$ cat src/rtl/diag_func_seq_pkg.sv
// Shared types and constants for the diagnostic function sequencer.
// Function codes use the console's octal notation.
package diag_pkg;

  typedef enum logic [2:0] {
    ST_IDLE,
    ST_SETUP,
    ST_STROBE,
    ST_HOLD,
    ST_DONE
  } diagSeqStateT;

  localparam logic [0:6] DIAG_FN_051 = 7'o051;
  localparam logic [0:6] DIAG_FN_052 = 7'o052;
  localparam logic [0:6] DIAG_FN_072 = 7'o072;
  localparam logic [0:6] DIAG_FN_073 = 7'o073;
  localparam logic [0:6] DIAG_FN_074 = 7'o074;
  localparam logic [0:6] DIAG_FN_075 = 7'o075;
  localparam logic [0:6] DIAG_FN_076 = 7'o076;

  // Bit positions of the decode outputs inside the packed decode vector.
  localparam int DEC_W   = 15;
  localparam int DEC_00X = 14;
  localparam int DEC_04X = 13;
  localparam int DEC_051 = 12;
  localparam int DEC_052 = 11;
  localparam int DEC_06X = 10;
  localparam int DEC_07X = 9;
  localparam int DEC_072 = 8;
  localparam int DEC_073 = 7;
  localparam int DEC_074 = 6;
  localparam int DEC_075 = 5;
  localparam int DEC_076 = 4;
  localparam int DEC_11X = 3;
  localparam int DEC_12X = 2;
  localparam int DEC_13X = 1;
  localparam int DEC_14X = 0;

  // Codes 0o100..0o177 are reads; bit 0 is the most significant bit.
  function automatic logic diagIsRead(input logic [0:6] code);
    return code[0];
  endfunction

endpackage

$ cat src/rtl/diag_func_decode.sv
// Combinational function-code decode; all outputs forced low outside the envelope.
module diag_func_decode
  import diag_pkg::*;
(
  input  logic             en,
  input  logic [0:6]       code,
  output logic [DEC_W-1:0] dec
);

  logic [0:3] hi;
  assign hi = code[0:3];

  always_comb begin
    dec = '0;
    if (en) begin
      // Group decodes look only at the two high octal digits.
      dec[DEC_00X] = (hi == 4'd0);
      dec[DEC_04X] = (hi == 4'd4);
      dec[DEC_06X] = (hi == 4'd6);
      dec[DEC_07X] = (hi == 4'd7);
      dec[DEC_11X] = (hi == 4'd9);
      dec[DEC_12X] = (hi == 4'd10);
      dec[DEC_13X] = (hi == 4'd11);
      dec[DEC_14X] = (hi == 4'd12);
      dec[DEC_051] = (code == DIAG_FN_051);
      dec[DEC_052] = (code == DIAG_FN_052);
      dec[DEC_072] = (code == DIAG_FN_072);
      dec[DEC_073] = (code == DIAG_FN_073);
      dec[DEC_074] = (code == DIAG_FN_074);
      dec[DEC_075] = (code == DIAG_FN_075);
      dec[DEC_076] = (code == DIAG_FN_076);
    end
  end

endmodule

$ cat src/rtl/diag_func_seq.sv
// Diagnostic function sequencer: latches one request, runs the setup/strobe/hold
// envelope toward the CTL diagnostic logic and returns EBUS data for reads.
module diag_func_seq
  import diag_pkg::*;
#(
  parameter int SETUP_CYC  = 2,
  parameter int STROBE_CYC = 2,
  parameter int HOLD_CYC   = 1
) (
  input  logic        clk,
  input  logic        CROBAR,
  input  logic        req,
  input  logic [0:6]  reqFunc,
  input  logic [0:35] reqData,
  input  logic [0:35] ebusIn,
  output logic        ack,
  output logic        busy,
  output logic        done,
  output logic [0:35] rdData,
  output logic        rdValid,
  output logic [0:35] ebusOut,
  output logic        ebusDrive,
  output logic [0:6]  DIAG_DIAG,
  output logic        DIAG_STROBE,
  output logic        DIAG_READ,
  output logic        DIAG_CTL_FUNC_00x,
  output logic        DIAG_LD_FUNC_04x,
  output logic        diaFunc051,
  output logic        diaFunc052,
  output logic        DIAG_LOAD_FUNC_06x,
  output logic        DIAG_LOAD_FUNC_07x,
  output logic        DIAG_LOAD_FUNC_072,
  output logic        DIAG_LD_FUNC_073,
  output logic        DIAG_LD_FUNC_074,
  output logic        DIAG_SYNC_FUNC_075,
  output logic        DIAG_LD_FUNC_076,
  output logic        DIAG_READ_FUNC_11x,
  output logic        DIAG_READ_FUNC_12x,
  output logic        DIAG_READ_FUNC_13x,
  output logic        DIAG_READ_FUNC_14x
);

  localparam int MAX_SU  = (SETUP_CYC > STROBE_CYC) ? SETUP_CYC : STROBE_CYC;
  localparam int MAX_CYC = (MAX_SU > HOLD_CYC) ? MAX_SU : HOLD_CYC;
  localparam int CNT_W   = $clog2(MAX_CYC) + 1;
  localparam logic [CNT_W-1:0] SETUP_LD  = CNT_W'(SETUP_CYC - 1);
  localparam logic [CNT_W-1:0] STROBE_LD = CNT_W'(STROBE_CYC - 1);
  localparam logic [CNT_W-1:0] HOLD_LD   = CNT_W'(HOLD_CYC - 1);

  diagSeqStateT     state_q, state_d;
  logic [CNT_W-1:0] cnt_q, cnt_d;
  logic [0:6]       func_q, func_d;
  logic [0:35]      data_q, data_d;
  logic             accept, capture;

  logic             ack_q, ack_d, busy_q, busy_d, done_q, done_d;
  logic             rd_valid_q, rd_valid_d, strobe_q, strobe_d;
  logic             read_q, read_d, drive_q, drive_d;
  logic [0:35]      rd_data_q, rd_data_d, ebus_out_q, ebus_out_d;
  logic [0:6]       diag_q, diag_d;
  logic [DEC_W-1:0] dec_q, dec_d;
  logic             env_d, rd_d;

  always_ff @(posedge clk) begin
    if (CROBAR) begin
      state_q <= ST_IDLE;
      cnt_q   <= '0;
      func_q  <= '0;
      data_q  <= '0;
    end else begin
      state_q <= state_d;
      cnt_q   <= cnt_d;
      func_q  <= func_d;
      data_q  <= data_d;
    end
  end

  // One down-counter is shared by all timed phases and reloaded on entry.
  always_comb begin
    state_d = state_q;
    cnt_d   = cnt_q;
    func_d  = func_q;
    data_d  = data_q;
    accept  = 1'b0;
    case (state_q)
      ST_IDLE: if (req) begin
        accept  = 1'b1;
        state_d = ST_SETUP;
        cnt_d   = SETUP_LD;
        func_d  = reqFunc;
        data_d  = reqData;
      end
      ST_SETUP: if (cnt_q == '0) begin
        state_d = ST_STROBE;
        cnt_d   = STROBE_LD;
      end else cnt_d = cnt_q - CNT_W'(1);
      ST_STROBE: if (cnt_q == '0) begin
        state_d = ST_HOLD;
        cnt_d   = HOLD_LD;
      end else cnt_d = cnt_q - CNT_W'(1);
      ST_HOLD: if (cnt_q == '0) state_d = ST_DONE;
               else cnt_d = cnt_q - CNT_W'(1);
      ST_DONE: state_d = ST_IDLE;
      default: state_d = ST_IDLE;
    endcase
  end

  diag_func_decode u_decode (
    .en   (env_d),
    .code (func_d),
    .dec  (dec_d)
  );

  // Outputs are computed from the next state so they register in step with it.
  always_comb begin
    env_d      = (state_d == ST_SETUP) || (state_d == ST_STROBE) || (state_d == ST_HOLD);
    rd_d       = diagIsRead(func_d);
    capture    = (state_q == ST_STROBE) && (cnt_q == '0) && diagIsRead(func_q);
    ack_d      = accept;
    busy_d     = env_d;
    done_d     = (state_d == ST_DONE);
    rd_valid_d = done_d && rd_d;
    strobe_d   = (state_d == ST_STROBE);
    read_d     = env_d && rd_d;
    drive_d    = env_d && !rd_d;
    ebus_out_d = drive_d ? data_d : '0;
    diag_d     = env_d ? func_d : '0;
    rd_data_d  = capture ? ebusIn : rd_data_q;
  end

  always_ff @(posedge clk) begin
    if (CROBAR) begin
      ack_q      <= 1'b0;
      busy_q     <= 1'b0;
      done_q     <= 1'b0;
      rd_valid_q <= 1'b0;
      strobe_q   <= 1'b0;
      read_q     <= 1'b0;
      drive_q    <= 1'b0;
      rd_data_q  <= '0;
      ebus_out_q <= '0;
      diag_q     <= '0;
      dec_q      <= '0;
    end else begin
      ack_q      <= ack_d;
      busy_q     <= busy_d;
      done_q     <= done_d;
      rd_valid_q <= rd_valid_d;
      strobe_q   <= strobe_d;
      read_q     <= read_d;
      drive_q    <= drive_d;
      rd_data_q  <= rd_data_d;
      ebus_out_q <= ebus_out_d;
      diag_q     <= diag_d;
      dec_q      <= dec_d;
    end
  end

  assign ack                = ack_q;
  assign busy               = busy_q;
  assign done               = done_q;
  assign rdValid            = rd_valid_q;
  assign rdData             = rd_data_q;
  assign ebusOut            = ebus_out_q;
  assign ebusDrive          = drive_q;
  assign DIAG_DIAG          = diag_q;
  assign DIAG_STROBE        = strobe_q;
  assign DIAG_READ          = read_q;
  assign DIAG_CTL_FUNC_00x  = dec_q[DEC_00X];
  assign DIAG_LD_FUNC_04x   = dec_q[DEC_04X];
  assign diaFunc051         = dec_q[DEC_051];
  assign diaFunc052         = dec_q[DEC_052];
  assign DIAG_LOAD_FUNC_06x = dec_q[DEC_06X];
  assign DIAG_LOAD_FUNC_07x = dec_q[DEC_07X];
  assign DIAG_LOAD_FUNC_072 = dec_q[DEC_072];
  assign DIAG_LD_FUNC_073   = dec_q[DEC_073];
  assign DIAG_LD_FUNC_074   = dec_q[DEC_074];
  assign DIAG_SYNC_FUNC_075 = dec_q[DEC_075];
  assign DIAG_LD_FUNC_076   = dec_q[DEC_076];
  assign DIAG_READ_FUNC_11x = dec_q[DEC_11X];
  assign DIAG_READ_FUNC_12x = dec_q[DEC_12X];
  assign DIAG_READ_FUNC_13x = dec_q[DEC_13X];
  assign DIAG_READ_FUNC_14x = dec_q[DEC_14X];

endmodule

$ cat config.mk
export PLATFORM = sky130hd
export DESIGN_NAME = diag_func_seq
export DESIGN_NICKNAME = d
export VERILOG_FILES = /design/src/rtl/diag_func_seq_pkg.sv /design/src/rtl/diag_func_decode.sv /design/src/rtl/diag_func_seq.sv
export SDC_FILE = /design/constraint.sdc
export NUM_CORES = 1
export LEC_CHECK = 0
export CORE_MARGIN = 3
export CORE_UTILIZATION = 40
export DETAILED_ROUTE_END_ITERATION = 7
export PLACE_DENSITY = 0.75
export SETUP_SLACK_MARGIN = 0.02
export SYNTH_ARGS = -nofsm -noshare
export SYNTH_HDL_FRONTEND = slang
export SYNTH_SLANG_ARGS = --single-unit
$ cat constraint.sdc
create_clock -name clk -period 1.85 [get_ports clk]
set_input_delay 0.555 -clock clk [delete_from_list [all_inputs] [get_ports clk]]
set_output_delay 0.555 -clock clk [all_outputs]
set_load 0.005 [all_outputs]
Word level (Yosys, flattened, before mapping)
Index checks and enable logic that the tools add are counted.
{ "classes": {"n_bitwise": 3, "n_reduce_logical": 16, "eq_ne": 23, "addsub": 1, "n_mux": 15} }
{ "op_table": {"columns": ["operator", "count"], "rows": [
  ["36-bit 2-to-1 mux", 2],
  ["7-bit by 6-bit equality test with 1-bit output (second input constant)", 7],
  ["4-bit equality test (second input constant)", 4],
  ["7-bit 2-to-1 mux", 2],
  ["3-bit by 2-bit equality test with 1-bit output (second input constant)", 4],
  ["4-bit by 3-bit equality test with 1-bit output (second input constant)", 3],
  ["3-bit 2-to-1 mux", 4],
  ["3-bit one-hot mux with 4 select lines", 1],
  ["2-bit 2-to-1 mux", 4],
  ["2-bit one-hot mux with 4 select lines", 1],
  ["3-bit by 1-bit equality test with 1-bit output (second input constant)", 2],
  ["2-bit OR reduction", 3],
  ["1-bit logical AND", 5],
  ["4-bit logical NOT", 1],
  ["2-bit != test (second input constant)", 2],
  ["4-bit nonzero test", 1],
  ["3-bit equality test (second input constant)", 1],
  ["3-bit logical NOT", 1],
  ["1-bit NOT", 3],
  ["3-bit AND reduction", 1],
  ["2-bit logical NOT", 1],
  ["1-bit logical OR", 2],
  ["2-bit by 1-bit subtractor with 2-bit output (second input constant)", 1],
  ["1-bit logical NOT", 1],
  ["1-bit 2-to-1 mux", 1]
]} }
{ "totals": {"in_bits": 82, "out_inout_bits": 101, "reg_bits": 149} }

Logic depth before layout (Yosys ltp)
{ "depth": {"depth_word": 9, "mapped_depth": 7} }

Modules after synthesis
From an unflattened synthesis, not the netlist that was laid out.
{ "hier_totals": {"hier_cells": 506, "area_unflattened_um2": 5052.3} }
{ "modules_own_cells": {"columns": ["module", "n_inst", "area_per_inst_um2", "cells_per_inst", "seq_area_each_um2"], "rows": [
  ["diag_func_seq", 1, 4852.2, 478, 2982.9],
  ["diag_func_decode", 1, 200.2, 28, 0.0]
]} }

Least setup slack after synthesis
No wires, ideal clock.
{ "synth_timing": {"kind": "input-to-reg", "startpoint": "input port req", "endpoint": "register dec_q[12]", "arrival_ns": 1.771, "setup_ns": 0.086, "path_stages": 4, "path_slack_ns": -0.007, "path_buffers": 1, "cell_sequence": "or4b_1 > buf_2 > or4b_4 > a211oi_1"} }
{ "synth_via": {"elab_chain_cells": 7, "elab_cells_between_ends": 12} }
{ "synth_lines": {"columns": ["element", "line_no", "text"], "rows": [
  ["from (decl)", "diag_func_seq.sv:12", "input logic req,"],
  ["3-bit 2-to-1 mux", "diag_func_seq.sv:86", "ST_IDLE: if (req) begin"],
  ["3-bit one-hot mux with 4 select lines", "diag_func_seq.sv:85", "case (state_q)"],
  ["3-bit by 1-bit equality test with 1-bit output or 3-bit by 2-bit equality test with 1-bit output (tied branches)", "diag_func_seq.sv:116", "env_d = (state_d == ST_SETUP) || (state_d == ST_STROBE) || (state_d == ST_HOLD);"],
  ["1-bit logical OR (2 in series)", "diag_func_seq.sv:116", null],
  ["1-bit NOT (no source line)", null, null],
  ["2-bit OR reduction (no source line)", null, null],
  ["to (signal assigned)", "diag_func_seq.sv:143", "dec_q <= '0;"],
  ["to (signal assigned)", "diag_func_seq.sv:155", "dec_q <= dec_d;"],
  ["to (decl)", "diag_func_seq.sv:61", "logic [DEC_W-1:0] dec_q, dec_d;"]
]} }
Parallel ways exist; a longest one is shown, timed or not.
A chain may end at the register's enable or synchronous reset.

Worst setup path after layout
{ "layout_timing": {"startpoint": "register ebus_out_q (netlist bit ebusOut[18])", "endpoint": "output port ebusOut[18] (netlist name)"} }
{ "layout_lines": {"columns": ["element", "line_no", "text"], "rows": [
  ["from (decl)", "diag_func_seq.sv:59", "logic [0:35] rd_data_q, rd_data_d, ebus_out_q, ebus_out_d;"],
  ["from (signal assigned)", "diag_func_seq.sv:153", "ebus_out_q <= ebus_out_d;"],
  ["to (decl)", "diag_func_seq.sv:21", "output logic [0:35] ebusOut,"]
]} }
No word-level cell between the ends.

==> run summary <==
XOR/XNOR share of the synthesized area = 0.338%
Chip Width = 120 um
Hold Crit Class = reg2reg
Max H-tree Level = 4
total CTS buffers = 17
die area = 14300 um2
mapped cell area = 5180 um2
Slowest cell on crit path = clkdlybuf4s50_1
Final #Nets = 798
Initial DRT Pass Iterations = 5
Seq/Total Area, Yosys = 57.6%
Placed Cells = 862
final worst-path cycle share = 98.0%
Buf/Inv on CP = 1
Clock Root Buffer = clkbuf_16
TritonCTS clock tree = built
GPL Wtd Cong = 0.784
most frequent cell after synthesis = dfxtp_1
DR vias/cell = 5.05
worst skew pair latency = 420 ps
cell count after synthesis = 525
status = finished clean
Ant. Diodes = 0
Seq pwr share = 42.2%
Post-Synth Simple-Gate Area = 17.6%
Worst-path clk slew = 60 ps
Leak = 3.76 nW
switching part of the total power = 25.4%
Post-Route WL = 13800 um
Avg WL per Cell = 15.4 um
postcts setup bufs = 0
Syn-to-layout area delta = 55.5%
via count = 4519
Total GRT Usage = 19.2%
vias in the first global route = 4506
Cell Int Power = 0.00624 W
adder-cell share of the synthesized area = 0.725%
most frequent cells after synthesis = dfxtp_1, nor2_1, mux2i_1
Comb pwr share = 18.1%
first-pass GRT wire length = 22100 um
total power = 0.00836 W
Yosys top cell by area = dfxtp_1
Crit Path Class = reg2out
non-filler instance count after layout = 894
cell area after layout = 8050 um2
top cell type's share of synthesized area = 57.6%
Netlist cell types = 41
DRC viols = 0
DR iter-0 viols = 281
Max-Cap Viols = 0
layout cells sized above 1 = 10.6%
post-route ant nets = 0
Pins Over Slew Limit = 0
mux cell area share after synthesis = 10.3%
initial antenna violation count = 0
post-synthesis compound-gate area fraction = 9.18%
Cell Area, Placed = 7390 um2
Worst slew margin = 36.5%
post-DP HPWL = 9640 um
crit end category = output port
final-report setup violation count = 0
maximum vdd drop = 0.447 mV
# clock sinks = 149
Initial Util = 42.1%
die height = 120 um
number of synthesized flops with an enable pin = 0
Fmax = 552 MHz
Critical Path RT = 1290 ps
Syn Nets = 610
Hold Vio Cnt, Final = 0
Clock Power Share = 39.7%
PwrDens = 1040 nW/um2
NetSw = 0.00212 W
Port Buf Inserts = 182
Max Fanout on Critical Path = 1
CP delay by family, top = buffers and inverters
CP arrival = 1260 ps
grt total ovfl = 0
syn avg cell area = 9.86 um2
Slowest Stage Delay on Critical Path = 510 ps
Post-Route Setup TNS = 0 ps
most common flop cell mapped by yosys = dfxtp_1
Ports = 183
YS warnings = 0
Slew @ Worst Pin = 951 ps
worst clock skew = 7.27 ps
# rows = 40
CTS max path bufs = 2
fin crit period = 1810 ps
Startpoint Class = flip-flop
Async SR Flop Fraction = 0%
Yosys reg bits = 149
Fin Hold WS = 474 ps
Cell Chain, Critical Path = clkdlybuf4s50_1
largest family of logic cells by synthesized area = simple AND/OR/NAND/NOR gates
ranking of synthesized cells by area = dfxtp_1, mux2i_1, nor3_1
largest net degree at the start of global routing = 87
CORE AREA = 12300 um2
-- sequential cells by signal, summed over array words and instances (netlist names) --
name         flops
done             1
ebusDrive        1
busy             1
rdData          36
state_q          3
DIAG_DIAG        7
ack              1
DIAG_STROBE      1
dec_q           15
data_q          36
DIAG_READ        1
ebusOut         36
cnt_q            2
func_q           7
rdValid          1
-- repair_timing --
action,in CTS,in global routing
endpoints found under the setup margin,36,104
hold buffers,0,0
resized for setup,30,39
-- logic make-up (layout without fill, tap and decap cells) --
kind of cell | count (synthesis) | count (layout)
buffers and inverters | 51 | 252
xor gates and xnor gates | 2 | 2
DFF | 149 | 149
muxes | 53 | 53
and+or+nand+nor | 180 | 180
AOI/OAI and AO/OA | 87 | 87
adders and majority gates | 3 | 3
-- placed cells by master (no fill, tap or decap), types with 6 or more instances in the layout --
cell             synthesis  layout
nand3_1                 42      41
a21oi_1                 36      36
dfxtp_1                149     148
clkinvlp_4               0       6
clkbuf_16                0      17
nor3_1                  45      45
clkdlybuf4s50_1          0     118
o21ai_0                 37      37
nor2b_1                 10      10
dlygate4sd2_1            0      26
inv_1                    6       6
dlymetal6s2s_1           0      37
buf_12                   0       9
nor2_1                  57      57
mux2i_1                 50      50
buf_4                    3      23
-- layout make-up --
type / count / area, um2
fill: 1021 / 4260
sequential: 149 / 2980
timing repair buffer: 214 / 2230
multi-input combinational: 325 / 2030
clock buffer: 19 / 443
tap: 168 / 210
clock inverter: 13 / 134
inverter: 6 / 22.5
-- routing by layer --
metal	wire length [um]	share of wire, %	global-route usage, %
met1	5630	41	22.0
met2	6720	49	32.0
met3	1230	8.9	8.58
met4	183	1.3	6.30
met5	0	0	0
-- final timing paths --
kind | slack (ps) | from | cells after the start | endpoint
setup / recovery | 40 | ebusOut[18]$_SDFF_PP0_ | 1 | ebusOut[18]
hold / removal | 470 | rdData[30]$_SDFFE_PP0P_ | 2 | rdData[30]$_SDFFE_PP0P_
setup reg to reg | 150 | state_q[2]$_SDFF_PP0_ | 3 | dec_q[11]$_SDFF_PP0_
hold reg to reg | 470 | rdData[30]$_SDFFE_PP0P_ | 2 | rdData[30]$_SDFFE_PP0P_
-- worst min-delay path, cell delays in order, from the launching register on --
cell     delay (ps)
dfxtp_1         300
o21ai_0          60
a21oi_1          60
-- power groups by stage --
| stage | Clock, W | Sequential, W | Combinational [W] |
|---|---|---|---|
| 5_1_grt | 0.00351 | 0.00355 | 0.00165 |
| 4_1_cts | 0.00338 | 0.00353 | 0.00153 |
| 2_1_floorplan | 0 | 0.00359 | 0.000759 |
| 6_report | 0.00332 | 0.00353 | 0.00152 |
| 3_3_place_gp | 0 | 0.00359 | 0.00149 |
| 3_5_place_dp | 0 | 0.00360 | 0.00152 |
-- per-stage QoR --
step / setup WS, ps / utilization (%)
4_1_cts: 20.1 / 64.6
3_3_place_gp: -506 / 60.0
2_1_floorplan: -6.51 / -
5_1_grt: -8.36 / 65.4
6_report: 37.4 / 65.4
3_5_place_dp: -541 / 60.0
Note: power is estimated with default switching activity, not from simulation.
==> RTL edit 1, RTL diff (config.mk and constraints unchanged) <==
Put a register stage on the output `DIAG_SYNC_FUNC_075`, without a reset. The value now appears one clock later. The other outputs are not delayed to match.
--- a/src/rtl/diag_func_seq.sv
+++ b/src/rtl/diag_func_seq.sv
@@ -175,7 +175,9 @@
   assign DIAG_LOAD_FUNC_072 = dec_q[DEC_072];
   assign DIAG_LD_FUNC_073   = dec_q[DEC_073];
   assign DIAG_LD_FUNC_074   = dec_q[DEC_074];
-  assign DIAG_SYNC_FUNC_075 = dec_q[DEC_075];
+  always_ff @(posedge clk) begin
+    DIAG_SYNC_FUNC_075 <= dec_q[DEC_075];
+  end
   assign DIAG_LD_FUNC_076   = dec_q[DEC_076];
   assign DIAG_READ_FUNC_11x = dec_q[DEC_11X];
   assign DIAG_READ_FUNC_12x = dec_q[DEC_12X];
Function: changed (Yosys sat finds a counterexample within 4 cycles, from zero or initial values).
==> RTL edit 1 against the unedited design <==
  * Sequential cell count grew 1
  * Maximum frequency grew 1.2%
  * Non-clock buffer count shrank 1
  * Setup slack gained 0.021 ns
  * Design area grew 0.33%
  * Largest cell class unchanged
  * Total power grew 2.1%
  * First-iteration DRC count shrank 9.6%
  * Synthesized area grew 0.39%
  * Routed wire length grew 1.5%
  * Critical endpoint is now ebusOut[9]
==> RTL edit 1: results (changes against the unedited design) <==
metric;value;unit;change
outcome;finished, final reports clean;;
clockRootBuffer;clkbuf_16;;
routed_wire_length_per_instance;15.6;um;+1.2%
synthArstFlopShare;0;%;unchanged
preCtsSetupSlack;-0.577;ns;-0.0358 ns
fin_skew;0.0102;ns;+0.00291 ns
synth.area.top_cells;dfxtp_1, mux2i_1, nor3_1;;
initial_antenna_violation_count;0;;unchanged
cts_made_buffers;17;;unchanged
drive_above_1_share;10.5;%;-0.11 points
clock_latency;0.42;ns;about the same
reg_to_reg_setup_timing_slack;0.11;ns;-0.04 ns
count_of_fill_cells_added_during_filler_insertion;1037;;+1.6%
synth_cell_types;41;;unchanged
grt_use_met1;22.9;%;+0.85 points
dr.pass1.iters;4;;-1
p_sw_share;24.9;%;-0.45 points
crit_slowest_cell;clkdlybuf4s50_1;;
total_leakage_power;3.80;nW;+1.1%
track_usage;19.6;%;+0.45 points
met2_usage;31.4;%;-0.52 points
grt_max_degree;87;;unchanged
dp_hpwl;9.45;mm;-2.0%
crit_family;buffers and inverters;;
globalplace.congestion;0.772;;-1.5%
cts_max_path_buffers;2;;unchanged
num-nets-final;798;;unchanged
yosys_warnings;0;;unchanged
clock_tree.htree_level_count;4;;unchanged
arrival;1.24;ns;-0.02 ns
core_occupancy_in_the_finished_layout;63.8;%;-1.6 points
grt_first_pass_wirelength;22.6;mm;+2.3%
cts.clk_slew.worst_paths;0.06;ns;about the same
cp_max_fo;1;;unchanged
worstMarginPinSlew;0.897;ns;-0.0542 ns
worst_slack;0.0581;ns;+0.0207 ns
postCtsSetupBuffers;0;;unchanged
first_iter_violations;254;;-9.6%
avgViaCountPerCell;5.03;;-0.40%
numPortBuffers;182;;unchanged
synth.top_cells.by_count;dfxtp_1, nor2_1, mux2i_1;;
n_antenna_cell;0;;unchanged
report.final.slew_viol_count;0;;unchanged
largest_incremental_delay_on_the_critical_path;0.50;ns;
gr-usage-met3;9.14;%;+0.57 points
vdd.ir_drop.worst;0.433;mV;-3.1%
min-delay-path-class;flop to flop;;
detailed_place.area;7380;um2;-0.10%
grt_pass1_vias;4630;;+2.8%
synth_nets;611;;+0.16%
synth-seq-area-share;57.8;%;+0.16 points
-- RTL edit 1: cell types whose count changed after synthesis, sizes merged --
| cell | change |
|---|---|
| dfxtp | +1 |
-- RTL edit 1: path summary, 6_finish.rpt --
kind,start,endpoint,cells past startpoint
max,ebusOut[9],ebusOut[9],1
min,dec_q[5],DIAG_SYNC_FUNC_075,0
max reg2reg,state_q[2],dec_q[12],3
min reg2reg,dec_q[5],DIAG_SYNC_FUNC_075,0
-- RTL edit 1: per-layer routing --
layer | vias to the layer above | wire (um)
li1 | 2205 | -
met1 | 2093 | 5690
met2 | 184 | 6570
met3 | 29 | 1400
met4 | 0 | 302
met5 | - | 0
-- RTL edit 1: stage by stage --
step	hold slack, ns	instances
detailed placement	0.324	866
global placement	0.310	866
CTS	0.338	896
finish	0.332	896
global route	0.347	896
floorplan	0.310	526
-- RTL edit 1: repair_timing --
item	CTS	global route
cloned	0	0
gates resized for setup	24	42
setup endpoints to repair	51	69
pin swaps	1	0
-- RTL edit 1: cells by family after synthesis --
logic type	after synthesis	synth area share, %
adders and majority gates	3	0.722
AOI/OAI and AO/OA	87	9.15
muxes	53	10.3
buffers and inverters	51	4.19
xor gates and xnor gates	2	0.337
and+or+nand+nor	180	17.5
DFF	150	57.8
-- RTL edit 1: power by group through the flow --
stage	logic (mW)	clock network, mW	registers [mW]
detailed placement	1.49	0	3.62
floorplan	0.759	0	3.61
finish	1.49	3.49	3.55
global placement	1.45	0	3.61
CTS	1.51	3.55	3.55
global route	1.62	3.71	3.57
-- RTL edit 1: area by class of cell --
class	count	area share (%)
Multi-Input combinational cell	325	25.1
Inverter	6	0.279
Clock inverter	11	1.83
Timing Repair Buffer	213	27.3
Sequential cell	150	37.2
Tap cell	172	2.66
Clock buffer	19	5.61
==> RTL edit 2, RTL diff (config.mk and constraints unchanged) <==
Made on the original files. The parameter `STROBE_CYC` goes from 2 to 1.
--- a/src/rtl/diag_func_seq.sv
+++ b/src/rtl/diag_func_seq.sv
@@ -4,7 +4,7 @@
   import diag_pkg::*;
 #(
   parameter int SETUP_CYC  = 2,
-  parameter int STROBE_CYC = 2,
+  parameter int STROBE_CYC = 1,
   parameter int HOLD_CYC   = 1
 ) (
   input  logic        clk,
Formal check against the unedited RTL: not equivalent (a bounded check fails within 10 cycles, from zero or initial values).
==> RTL edit 2 against the unedited design <==
  * Sequential cell count is the same
  * Setup slack gained 0.0091 ns
  * Count of clock-buffer cells in the layout is the same
  * Routed wire length grew 8.2%
  * Synthesized cell count grew 2.9%
  * Design area grew 0.54%
  * Clock skew is essentially flat
  * Total power grew 9.2%
  * Clock power grew 4%
  * Critical endpoint is now rdData[7]
  * Synthesized area grew 1.7%
  * Core utilization shrank 1.8 points
==> RTL edit 2: results (changes against the unedited design) <==
metric;value;unit;change
dr_total_vias;4683;;+3.6%
preCtsSetupSlack;-0.517;ns;+0.0238 ns
fin_skew;0.00747;ns;+0.000198 ns
share_seq_of_total_power;40.1;%;-2.1 points
total_leakage_power;3.65;nW;-2.7%
crit-reg2reg-launch;cnt_q[0];;
dr.pass1.iters;4;;-1
power_frac_clock;37.7;%;-2.0 points
vdd.ir_drop.worst;0.865;mV;+93%
track_usage;20.0;%;+0.86 points
cp_max_fo;2;;+1
wl_met1;6.37;mm;+13%
finalCriticalPeriod;1.80;ns;-0.00912 ns
routed_wire_length_per_instance;16.4;um;+6.3%
p_sw_share;27.7;%;+2.4 points
grt_max_degree;83;;-4.6%
cts-resized-gates;39;;+30%
detailroute.wirelength.met3;705;um;-43%
synth_cell_types;42;;+2.4%
grt_first_pass_wirelength;23.1;mm;+4.5%
critPathLaunch;rdData[7];;
synth_nets;625;;+2.5%
first_iter_violations;367;;+31%
net-switching-power;2.53;mW;+19%
dp_hpwl;10.0;mm;+3.9%
wirelength_routed;14.9;mm;+8.2%
outcome;finished, final reports clean;;
hp-start;rdData[13];;
globalplace.congestion;0.842;;+7.4%
routed-wl-met2;7.43;mm;+11%
grt_pass1_vias;4524;;+0.40%
synth.area.top_cells;dfxtp_1, mux2i_1, a21oi_1;;
worstMarginPinSlew;0.907;ns;-0.0437 ns
-- RTL edit 2: layer usage --
layer  track usage, %  vias up
li1                 -     2271
met1             24.2     2233
met2             33.3      150
met3             5.38       29
met4             9.14        0
met5                0        -
-- RTL edit 2: cell families (layout without fill, tap and decap cells) --
group	count (synthesis)	in the layout	share of synthesized area [%]
AND/OR/NAND/NOR	191	191	19.6
adder cells (fa/ha/maj)	3	3	0.713
AO/OA/AOI/OAI	100	100	10.1
flip-flops	149	149	56.7
buffers and inverters	52	250	4.40
multiplexers	45	45	8.58
-- RTL edit 2: path summary, 6_finish.rpt --
kind	to	slack (ns)
worst max-delay path	rdData[7]	0.05
worst min-delay path	rdData[13]	0.47
worst max register to register	ebusOut[26]	0.12
worst min register to register	rdData[13]	0.47
-- RTL edit 2: cell type report --
cell class | instances | area (um2)
repair buffers | 214 | 2180
well taps | 172 | 215
flip-flops and latches | 149 | 2990
clock buffers | 19 | 453
multi-input cells | 339 | 2100
clock inverters | 13 | 145
inverters | 4 | 15.0
fillers | 1041 | 4630
